## config.mk

```make
export PLATFORM = sky130hd
export DESIGN_NAME = counter
export DESIGN_NICKNAME = d
export VERILOG_FILES = /design/src/rtl/counter.sv
export SDC_FILE = /design/constraint.sdc
export NUM_CORES = 1
export LEC_CHECK = 0
export ABC_CLOCK_PERIOD_IN_PS = 2550
export CAP_MARGIN = 20
export CORE_MARGIN = 2
export CORE_UTILIZATION = 58
export DETAILED_ROUTE_END_ITERATION = 8
export PLACE_DENSITY = 0.78
export SETUP_SLACK_MARGIN = 0.05
export SYNTH_ARGS = -nofsm -noshare
export SYNTH_HDL_FRONTEND = slang
export SYNTH_SLANG_ARGS = --single-unit
```

## constraint.sdc

```tcl
create_clock -name clk -period 2.55 [get_ports clk]
set_input_delay 0.51 -clock clk [delete_from_list [all_inputs] [get_ports clk]]
set_output_delay 0.51 -clock clk [all_outputs]
set_load 0.02 [all_outputs]
```

## src/rtl/counter.sv

```systemverilog
// Seconds stopwatch core: prescales clk to a 1 Hz tick and counts 00..59 in BCD.
// Optional feature macro: COUNTER_WRAP_OUT_EN adds the registered wrap_pulse output.
module counter #(
    parameter int unsigned CLK_FREQ = 100_000_000
) (
    input  logic       clk,
    input  logic       init_regs,
    input  logic       count_enabled,
    output logic [7:0] time_reading
`ifdef COUNTER_WRAP_OUT_EN
    ,
    output logic       wrap_pulse
`endif
);

    localparam int unsigned PW = (CLK_FREQ > 1) ? $clog2(CLK_FREQ) : 1;
    localparam logic [PW-1:0] P_LAST = PW'(CLK_FREQ - 1);

    logic [PW-1:0] r_presc;
    logic [3:0]    r_ones;
    logic [3:0]    r_tens;
    logic          w_tick;
    logic          w_at_59;
    logic [3:0]    w_ones_nxt;
    logic [3:0]    w_tens_nxt;

    assign w_tick  = count_enabled && (r_presc == P_LAST);
    assign w_at_59 = (r_ones == 4'd9) && (r_tens == 4'd5);

    always_comb begin
        w_ones_nxt = r_ones;
        w_tens_nxt = r_tens;
        if (r_ones != 4'd9) begin
            w_ones_nxt = r_ones + 4'd1;
        end else begin
            w_ones_nxt = '0;
            w_tens_nxt = (r_tens == 4'd5) ? '0 : r_tens + 4'd1;
        end
    end

    always_ff @(posedge clk) begin
        if (init_regs) begin
            r_presc <= '0;
            r_ones  <= '0;
            r_tens  <= '0;
        end else if (count_enabled) begin
            if (w_tick) begin
                r_presc <= '0;
                r_ones  <= w_ones_nxt;
                r_tens  <= w_tens_nxt;
            end else begin
                r_presc <= r_presc + PW'(1);
            end
        end
    end

    assign time_reading = {r_tens, r_ones};

`ifdef COUNTER_WRAP_OUT_EN
    logic r_wrap;

    always_ff @(posedge clk) begin
        if (init_regs) begin
            r_wrap <= 1'b0;
        end else begin
            r_wrap <= w_tick && w_at_59;
        end
    end

    assign wrap_pulse = r_wrap;
`else
    logic w_unused;
    assign w_unused = w_at_59;
`endif

endmodule

```

==> flow_summary.ini <==
[clocking]
ctsResizeCount = 0
cts.htree.levels = 2
clockBufferDepth = 2
cts_tree = yes
numCtsBuffers = 5
cts_root_buf = clkbuf_4
clkTransAtPathRegs_ps = 100
cts_setup_buffers = 0
clock_sinks = 35
hold_buffers = 0
clkLatencyLatePin_ps = 340

[place]
dp_cells = 244
dp_hpwl_um = 2750
place.gp.congestion = 0.850
io_buffers = 10

[synth]
syn_area_um2 = 1780
synth_top_area_share = 0.394
yosysTopAreaCell = dfxtp_1
synth_nets = 210
synthTopCellsByArea = dfxtp_1 (39%), nand4_1 (5.6%), a21oi_1 (5.1%)
synth_enable_flop_cells = 0
yosys_warnings = 0
ys_types = 38
synthArstFlopShare = 0
yosysSeqAreaShare = 0.394
synthCells = 206
avgSynthCellArea_um2 = 8.64
synth.most_common_cell = dfxtp_1
ys.flop_type = dfxtp_1
synth_common_cells = dfxtp_1 (35), a21oi_1 (18), nor2_1 (18), nand4_1 (16), o21ai_0 (13)
synth-seq-cells = 35

[critical_path]
reg2reg_slack_ps = 370
cp.arrival_ps = 2450
ff2ff_path_depth = 4
critPathMaxStageDelay_ps = 560
path_max_fanout = 8
crit_slowest_cell = or4_4
crit_chain = or4_4 > or4_4 > or4_1 > a21oi_1
critPathTopFamily = simple AND/OR/NAND/NOR gates
critPathBufInv = 0
crit_path_start_kind = flip-flop
cp.depth = 4
cp-end-kind = flip-flop
path_common_cell = or4_4
required_ps = 2830
critPathKind = flip-flop to flip-flop

[detailed_routing]
dr.first_iter.drc_count = 118
wirelength_um = 3720
dr_total_vias = 1561
drc_errors = 0
drtAntennaViolNets = 0
drt-wirelength-per-cell_um = 14.8
drt-pass1-iter-count = 4
routed_via_density = 6.19

[worst_hold_path]
hold_path_depth = 2
hp-class = flip-flop to flip-flop

[cells_and_area]
nets = 222
drive_gt1_frac = 0.114
synthToLayoutAreaGrowth_pct = 9.99
finalNonFillerCells = 252
diodes = 0

[sta]
worstMarginPinSlew_ps = 601
finalCritPeriodShare = 0.855
relSlewSlack = 0.594
slew_violations = 0
final-hold-violation-count = 0
skew_ps = 8.14
finalSetupViolCount = 0
max_freq_ghz = 0.459
min_period_ps = 2180
setup_tns_ps = 0
hold_ws_ps = 482
rsz0062_at_grt = false

[global_routing]
grt_max_degree = 26
grtUsageTotal = 0.241
grt_pass1_wl_um = 6440
grt_antenna_before_repair = 0
grt_overflow = 0
grt_pass1_vias = 1461

[power]
powerDensity_nw_per_um2 = 444
p_sw_w = 0.000199
power_switching_share = 0.230
p_leak_nw = 0.635
intPower_w = 0.000669
ir_drop_uv = 349
pwr-share-comb = 0.031
pwr-share-seq = 0.635
clock_power_share = 0.334
power_w = 0.000868

[die]
die_w_um = 59.4
rows = 20
start_util = 0.597
ios = 11
die_area_um2 = 3530
fp.coreArea_um2 = 2980
die_h_um = 59.4

[run_status]
status = finished, final reports clean

[flow_run]
max_cap_violations = 0
-- final timing paths --
| check | start | endpoint |
|---|---|---|
| max reg2reg | r_presc[8] | r_ones[1] |
| min reg2reg | r_presc[26] | r_presc[26] |
| min | r_presc[26] | r_presc[26] |
| max | r_presc[8] | r_ones[1] |
-- stage by stage --
step	setup slack (ps)	util	instance area, um^2
3_5_place_dp	119	0.640	1910
3_3_place_gp	161	0.640	1910
2_1_floorplan	435	-	1780
5_1_grt	319	0.657	1960
4_1_cts	389	0.657	1960
6_report	371	0.657	1960
-- cell usage in the layout, fill, tap and decap left out, types with 4 or more instances in the layout --
cell type / count
dfxtp_1: 35
nor2_1: 18
a21oi_1: 18
nand4_1: 16
o21ai_0: 13
nand3_1: 10
xor2_1: 10
clkdlybuf4s50_1: 10
nand2_1: 9
or3_1: 9
and4_1: 7
buf_4: 6
o31ai_1: 5
or4_1: 5
nor2b_1: 5
clkbuf_4: 5
xnor2_1: 4
-- sequential cells by signal, summed over array words and instances, names as in the netlist --
name and count:
r_presc 27, r_ones 4, r_tens 4
-- metal layers --
metal,wire (um),vias to the layer above,part of all wire,global-route usage
li1,-,788,-,-
met1,1720,740,0.46,0.309
met2,1780,26,0.48,0.383
met3,162,7,0.044,0.0655
met4,57,0,0.015,0.0942
met5,0,-,0,0
-- kinds of logic (layout without fill, tap and decap cells) --
| kind of cell | count (synthesis) | after routing | share of synthesized area |
|---|---|---|---|
| simple gates | 99 | 99 | 0.332 |
| compound gates | 40 | 40 | 0.131 |
| flops | 35 | 35 | 0.394 |
| xor+xnor | 14 | 14 | 0.0689 |
| buf+inv | 14 | 27 | 0.0485 |
| mux | 3 | 3 | 0.0190 |
| fa+ha+maj | 1 | 1 | 0.00703 |
-- final cells by class --
type,instances,area [um^2]
tap,33,41.3
sequential,35,701
multi-input combinational,157,992
clock inverter,1,5.00
clock buffer,7,45.0
fill,254,1020
timing repair buffer,17,165
inverter,2,7.51
-- power by group through the flow --
stage	registers, W	clock network (W)	logic, W
final	0.000551	0.000290	0.0000268
after global routing	0.000551	0.000315	0.0000301
after global placement	0.000563	0	0.0000263
after CTS	0.000551	0.000296	0.0000273
after detailed placement	0.000563	0	0.0000272
after floorplan	0.000563	0	0.0000166
-- worst reg2reg max path, cell delays in order (launching register included) --
cell and delay (ps):
dfxtp_1 390, or4_4 560, or4_4 480, or4_1 530
a21oi_1 150
No activity file was read; power rests on OpenSTA's default activity.
